<file path="config.mk">
export PLATFORM = sky130hd
export DESIGN_NAME = decoder_core_arbiter
export DESIGN_NICKNAME = d
export VERILOG_FILES = /design/src/rtl/decoder_sched_pkg.sv /design/src/rtl/decoder_core_arbiter_rr.sv /design/src/rtl/decoder_core_arbiter.sv
export SDC_FILE = /design/constraint.sdc
export NUM_CORES = 1
export LEC_CHECK = 0
export CAP_MARGIN = 20
export CORE_ASPECT_RATIO = 0.6
export CORE_UTILIZATION = 33
export CTS_CLUSTER_SIZE = 28
export DETAILED_ROUTE_END_ITERATION = 8
export PLACE_DENSITY = 0.84
export SYNTH_ARGS = -nofsm -noshare
export SYNTH_HDL_FRONTEND = slang
export SYNTH_SLANG_ARGS = --single-unit
</file>
<file path="constraint.sdc">
create_clock -name clk -period 2.4 [get_ports clk]
set_clock_uncertainty 0.15 [all_clocks]
set_input_delay 0.24 -clock clk [delete_from_list [all_inputs] [get_ports clk]]
set_output_delay 0.24 -clock clk [all_outputs]
set_load 0.01 [all_outputs]
</file>
<file path="src/rtl/decoder_sched_pkg.sv">
// Shared types and constants for the decoder core scheduler.
package decoder_sched_pkg;

  typedef enum logic [1:0] {
    IDLE  = 2'd0,
    START = 2'd1,
    RUN   = 2'd2
  } sched_state_e;

  localparam int unsigned DEF_DATA_WIDTH = 16;
  localparam int unsigned DEF_VEC_LEN    = 64;

  function automatic int unsigned id_width(input int unsigned n);
    return (n > 1) ? $clog2(n) : 1;
  endfunction

endpackage

</file>
<file path="src/rtl/decoder_core_arbiter_rr.sv">
// Round-robin priority pick: first set request at or above ptr, wrapping modulo N.
module rr_arbiter
  import decoder_sched_pkg::*;
#(
  parameter  int unsigned N  = 4,
  localparam int unsigned IW = id_width(N)
) (
  input  logic [N-1:0]  req,
  input  logic [IW-1:0] ptr,
  output logic [N-1:0]  gnt_oh,
  output logic [IW-1:0] gnt_idx
);

  always_comb begin
    logic        found;
    int unsigned k;
    gnt_oh  = '0;
    gnt_idx = '0;
    found   = 1'b0;
    k       = 0;
    for (int unsigned i = 0; i < N; i++) begin
      k = (32'(ptr) + i) % N;
      if (!found && req[k]) begin
        found      = 1'b1;
        gnt_oh[k]  = 1'b1;
        gnt_idx    = IW'(k);
      end
    end
  end

endmodule

</file>
<file path="src/rtl/decoder_core_arbiter.sv">
// Shares one decoder core among NUM_REQ requesters, one whole packet per grant.
// Optional stall watchdog compiled in with DECSCHED_WATCHDOG_EN.
module decoder_core_arbiter
  import decoder_sched_pkg::*;
#(
  parameter int unsigned DATA_WIDTH  = DEF_DATA_WIDTH,
  parameter int unsigned NUM_REQ     = 4,
  parameter int unsigned VEC_LEN     = DEF_VEC_LEN,
  parameter int unsigned WDOG_CYCLES = 1024
) (
  input  logic                          clk,
  input  logic                          rst_n,
  input  logic [NUM_REQ-1:0]            req_valid,
  output logic [NUM_REQ-1:0]            req_ready,
  input  logic [NUM_REQ*DATA_WIDTH-1:0] req_data,
  output logic                          rsp_valid,
  input  logic                          rsp_ready,
  output logic [DATA_WIDTH-1:0]         rsp_data,
  output logic [$clog2(NUM_REQ)-1:0]    rsp_id,
  output logic                          rsp_last,
  output logic                          core_cfg_start,
  output logic                          core_in_valid,
  input  logic                          core_in_ready,
  output logic [DATA_WIDTH-1:0]         core_x_data,
  input  logic                          core_out_valid,
  output logic                          core_out_ready,
  input  logic [DATA_WIDTH-1:0]         core_y_data,
  output logic                          busy,
  output logic                          err_timeout
);

  localparam int unsigned IW = $clog2(NUM_REQ);
  localparam int unsigned CW = $clog2(VEC_LEN + 1);
  localparam logic [CW-1:0] FULL = CW'(VEC_LEN);

  sched_state_e state, state_nx;

  logic [IW-1:0]      rr_ptr, grant, arb_idx, grant_inc;
  logic [NUM_REQ-1:0] unused_arb_oh;
  logic [CW-1:0]      in_cnt, out_cnt;
  logic               in_act, out_act, in_hs, out_hs, run_done, abort;

  rr_arbiter #(.N(NUM_REQ)) u_rr (
    .req     (req_valid),
    .ptr     (rr_ptr),
    .gnt_oh  (unused_arb_oh),
    .gnt_idx (arb_idx)
  );

  assign grant_inc = (grant == IW'(NUM_REQ - 1)) ? '0 : grant + 1'b1;
  assign in_act    = (state == RUN) && (in_cnt < FULL);
  assign out_act   = (state == RUN) && (out_cnt < FULL);
  assign in_hs     = in_act && req_valid[grant] && core_in_ready;
  assign out_hs    = out_act && core_out_valid && rsp_ready;
  assign run_done  = (state == RUN) && (in_cnt == FULL) && (out_cnt == FULL);
  assign rsp_id    = grant;

  always_ff @(posedge clk or negedge rst_n) begin
    if (!rst_n) state <= IDLE;
    else        state <= state_nx;
  end

  always_comb begin
    state_nx       = state;
    req_ready      = '0;
    core_in_valid  = 1'b0;
    core_x_data    = '0;
    rsp_valid      = 1'b0;
    rsp_data       = '0;
    rsp_last       = 1'b0;
    core_out_ready = 1'b0;
    core_cfg_start = (state == START);
    busy           = (state != IDLE);
    if (in_act) begin
      core_in_valid    = req_valid[grant];
      req_ready[grant] = core_in_ready;
      core_x_data      = req_data[grant*DATA_WIDTH +: DATA_WIDTH];
    end
    if (out_act) begin
      rsp_valid      = core_out_valid;
      core_out_ready = rsp_ready;
      rsp_data       = core_y_data;
      rsp_last       = core_out_valid && (out_cnt == FULL - 1'b1);
    end
    case (state)
      IDLE:    if (|req_valid) state_nx = START;
      START:   state_nx = RUN;
      RUN:     if (run_done || abort) state_nx = IDLE;
      default: state_nx = IDLE;
    endcase
  end

  always_ff @(posedge clk or negedge rst_n) begin
    if (!rst_n) begin
      rr_ptr  <= '0;
      grant   <= '0;
      in_cnt  <= '0;
      out_cnt <= '0;
    end else begin
      case (state)
        IDLE:  if (|req_valid) grant <= arb_idx;
        START: begin
          in_cnt  <= '0;
          out_cnt <= '0;
        end
        RUN: begin
          if (run_done || abort) begin
            rr_ptr <= grant_inc;
            if (abort) begin
              in_cnt  <= '0;
              out_cnt <= '0;
            end
          end else begin
            if (in_hs)  in_cnt  <= in_cnt + 1'b1;
            if (out_hs) out_cnt <= out_cnt + 1'b1;
          end
        end
        default: ;
      endcase
    end
  end

`ifdef DECSCHED_WATCHDOG_EN
  localparam int unsigned WW = $clog2(WDOG_CYCLES + 1);
  logic [WW-1:0] wdog;
  logic          err_q;

  // Abort on the edge that would make the idle count reach WDOG_CYCLES; the pulse follows in IDLE.
  assign abort = (state == RUN) && !in_hs && !out_hs && (wdog == WW'(WDOG_CYCLES - 1));

  always_ff @(posedge clk or negedge rst_n) begin
    if (!rst_n) begin
      wdog  <= '0;
      err_q <= 1'b0;
    end else begin
      err_q <= abort;
      if ((state != RUN) || in_hs || out_hs || abort) wdog <= '0;
      else                                           wdog <= wdog + 1'b1;
    end
  end

  assign err_timeout = err_q;
`else
  logic unused_wdog_cfg;
  assign unused_wdog_cfg = ^WDOG_CYCLES;
  assign abort           = 1'b0;
  assign err_timeout     = 1'b0;
`endif

endmodule

</file>
==> flow_metrics.py <==
metrics = {
    "power_and_ir_drop": {
        "power.leakage_nw": 1.85,
        "vdd_drop_max_uv": 413,
        "powerDensity_nw_per_um2": 365,
    },
    "grt": {
        "antenna_found_initial": 0,
        "grt_use_met3": 0.0436,
        "track_usage": 0.207,
        "grt_pass1_vias": 2056,
        "grt_pass1_wl_um": 9960,
        "met2_usage": 0.401,
        "grtUsageMet1": 0.246,
        "grt_max_degree": 21,
        "gr-max-usage-layer": "met2",
        "gr-total-overflow": 0,
    },
    "placed_design": {
        "port_buffers": 132,
        "dpl.hpwl_um": 5480,
        "gp_congestion": 0.827,
        "place_inst": 422,
    },
    "floorplanning": {
        "dieArea_um2": 6270,
        "num_rows": 21,
        "start_util": 0.347,
        "ios": 134,
        "dieWidth_um": 102,
        "core_um2": 5650,
        "die_h_um": 61.7,
    },
    "timing": {
        "finalCritPeriodShare": 0.957,
        "setup_viol_count_final": 0,
        "fmax_mhz": 436,
        "setup-tns-final_ns": 0,
        "fin_crit_ns": 2.30,
        "rsz0062_at_grt": "no",
        "finalHoldViolations": 0,
        "slew_violations": 0,
    },
    "critical_path": {
        "cp.arrival_ns": 1.91,
        "r2r_start": "out_cnt[4]",
        "startpoint": "state[0]",
        "worst-r2r-cell-count": 4,
        "crit_path_end_kind": "output pin",
        "critical_path_required_ns": 2.01,
        "critPathKind": "reg -> out",
        "startpoint_type": "flop",
        "critPathMaxFanout": 6,
    },
    "clocking": {
        "htreeDepth": 1,
        "clock_latency_ns": 0.26,
        "numCtsBuffers": 3,
        "clockRootBuffer": "clkbuf_8",
        "cts.hold.buffers_added": 0,
        "cts_tree": "yes",
        "clk_pin_slew_ns": 0.08,
        "clk_path_buf_depth": 2,
        "cts_sinks": 20,
    },
    "route": {
        "vias": 2086,
        "routed_via_density": 4.87,
        "routed_wl_um": 6890,
        "route.detailed.drc": 0,
        "ant_nets": 0,
        "drtIter0Drc": 101,
        "wl_per_cell_um": 16.1,
        "first_pass_iters": 4,
    },
    "logic_synthesis": {
        "syn_inst": 203,
        "ys_seq_area_frac": 0.255,
        "synth_adder_area_share": 0.0702,
        "yosys.area_share.simple": 0.283,
        "synth-xor-area-share": 0.00446,
        "syn_nets": 303,
        "synth_seq_cells": 20,
        "synth_top_family_by_area": "simple AND/OR/NAND/NOR gates",
        "async_flop_share": 1.00,
        "synth_compound_area_frac": 0.101,
        "synth_edf_count": 0,
        "ys_warn_count": 0,
        "synth.distinct_cells": 43,
        "muxShareOfSynthArea": 0.233,
        "syn_area_um2": 1960,
        "synthFlopType": "dfrtp_1",
        "avgSynthCellArea_um2": 9.66,
    },
    "layout": {
        "layout.nets": 450,
        "fillers": 439,
        "area_growth_pct": 86.7,
        "antenna_cells": 0,
        "layout.cells.non_filler": 428,
        "drive_gt1_frac": 0.147,
    },
    "min_path": {
        "hp-class": "in -> async",
    },
    "run_status": {
        "outcome": "complete, no violations",
    },
    "flow_run": {
        "maxCapViolCount": 0,
    },
}
## timing repair
action,in CTS,in global routing
resized for setup,10,40
setup buffers,1,1
pin swaps,0,0
endpoints found under the setup margin,39,34
cloned,0,1
## logic make-up after synthesis
group           after synthesis
compound gates               27
xor+xnor                      1
fa+ha+maj                    11
buf+inv                      23
flops                        20
mux                          24
other cells                   1
simple gates                 96
## layout make-up
cell class | instances | area, um2 | area share
Multi-Input combinational cell | 160 | 1380 | 0.377
Sequential cell | 20 | 502 | 0.137
Inverter | 12 | 45.0 | 0.0123
Timing Repair Buffer | 153 | 1590 | 0.435
Tap cell | 80 | 100 | 0.0273
Clock buffer | 3 | 41.3 | 0.0113
## path summary, 6_finish.rpt
kind	slack, ns	to
max	0.10	rsp_valid
min	0.17	out_cnt[6]
max reg2reg	0.14	state[1]
min reg2reg	0.38	rr_ptr[0]
max in group asynchronous	1.70	rsp_id[0]
min in group clk	0.38	rr_ptr[0]
## cell usage after synthesis, types with 3 or more instances
library cell  number  area [um2]
and2_1            22         138
dfrtp_1           20         500
nor2b_1           19         119
mux4_2            17         383
nand2_1           14        52.6
inv_1             12        45.0
ha_1              11         138
nor2_1            10        37.5
a21oi_1            8        40.0
and3_1             6        37.5
clkbuf_1           5        18.8
o21ai_0            5        25.0
mux2i_1            4        40.0
nand3_1            4        20.0
nand4_1            4        25.0
or3_1              4        25.0
buf_2              3        15.0
nand2b_1           3        18.8
## metal layers
metal	wire length (um)	part of all wire	vias up
met3	403	0.059	4
met5	0	0	-
li1	-	-	1027
met4	36	0.0052	0
met1	2890	0.42	995
met2	3550	0.52	60
## stage by stage
step / setup WS (ns) / util / area, um2 / total power [mW] / hold WS [ns]
after floorplan: 0.106 / - / 1960 / 0.813 / -0.206
after global placement: 0.185 / 0.617 / 3490 / 1.10 / 0.361
after detailed placement: 0.134 / 0.617 / 3490 / 1.13 / 0.361
after CTS: 0.00426 / 0.629 / 3550 / 1.35 / 0.174
after global routing: 0.0226 / 0.649 / 3660 / 1.44 / 0.192
final: 0.104 / 0.649 / 3660 / 1.34 / 0.167
## state kept, by name (all words and copies together) (netlist names)
| name | cells |
|---|---|
| out_cnt | 7 |
| in_cnt | 7 |
| rsp_id | 2 |
| state | 2 |
| rr_ptr | 2 |
## layout by cell type (no fill, tap or decap), drive strengths merged, types with 2 or more instances in the layout
cell and n:
dlygate4sd2 4, or3 4, o21a 2, nor3 2
inv 12, nor2 10, or4 3, nand2b 3
dlymetal6s2s 35, dfrtp 20, ha 11, a21oi 8
mux4 17, nand3 4, nand2 14, o31ai 2
buf 21, clkdlybuf4s50 93, mux2 3, o41ai 3
o21ai 5, and3 6, clkbuf 3, and2 22
nand4 4, mux2i 4, nor2b 19, nand4b 2
## power breakdown
group | internal (mW) | switching (mW) | total (mW) | leakage, nW
Sequential | 0.425 | 0.0924 | 0.517 | 0.255
Combinational | 0.361 | 0.237 | 0.598 | 1.58
Clock | 0.112 | 0.111 | 0.223 | 0.0216
Total | 0.898 | 0.440 | 1.34 | 1.85
## worst max-delay path: stages (launching register included)
cell	delay [ns]
dfrtp_1	0.40
inv_2	0.10
ha_4	0.17
inv_1	0.09
nor2_4	0.16
nand2_1	0.09
inv_1	0.07
clkdlybuf4s50_1	0.55
No activity file was read; power rests on OpenSTA's default activity.
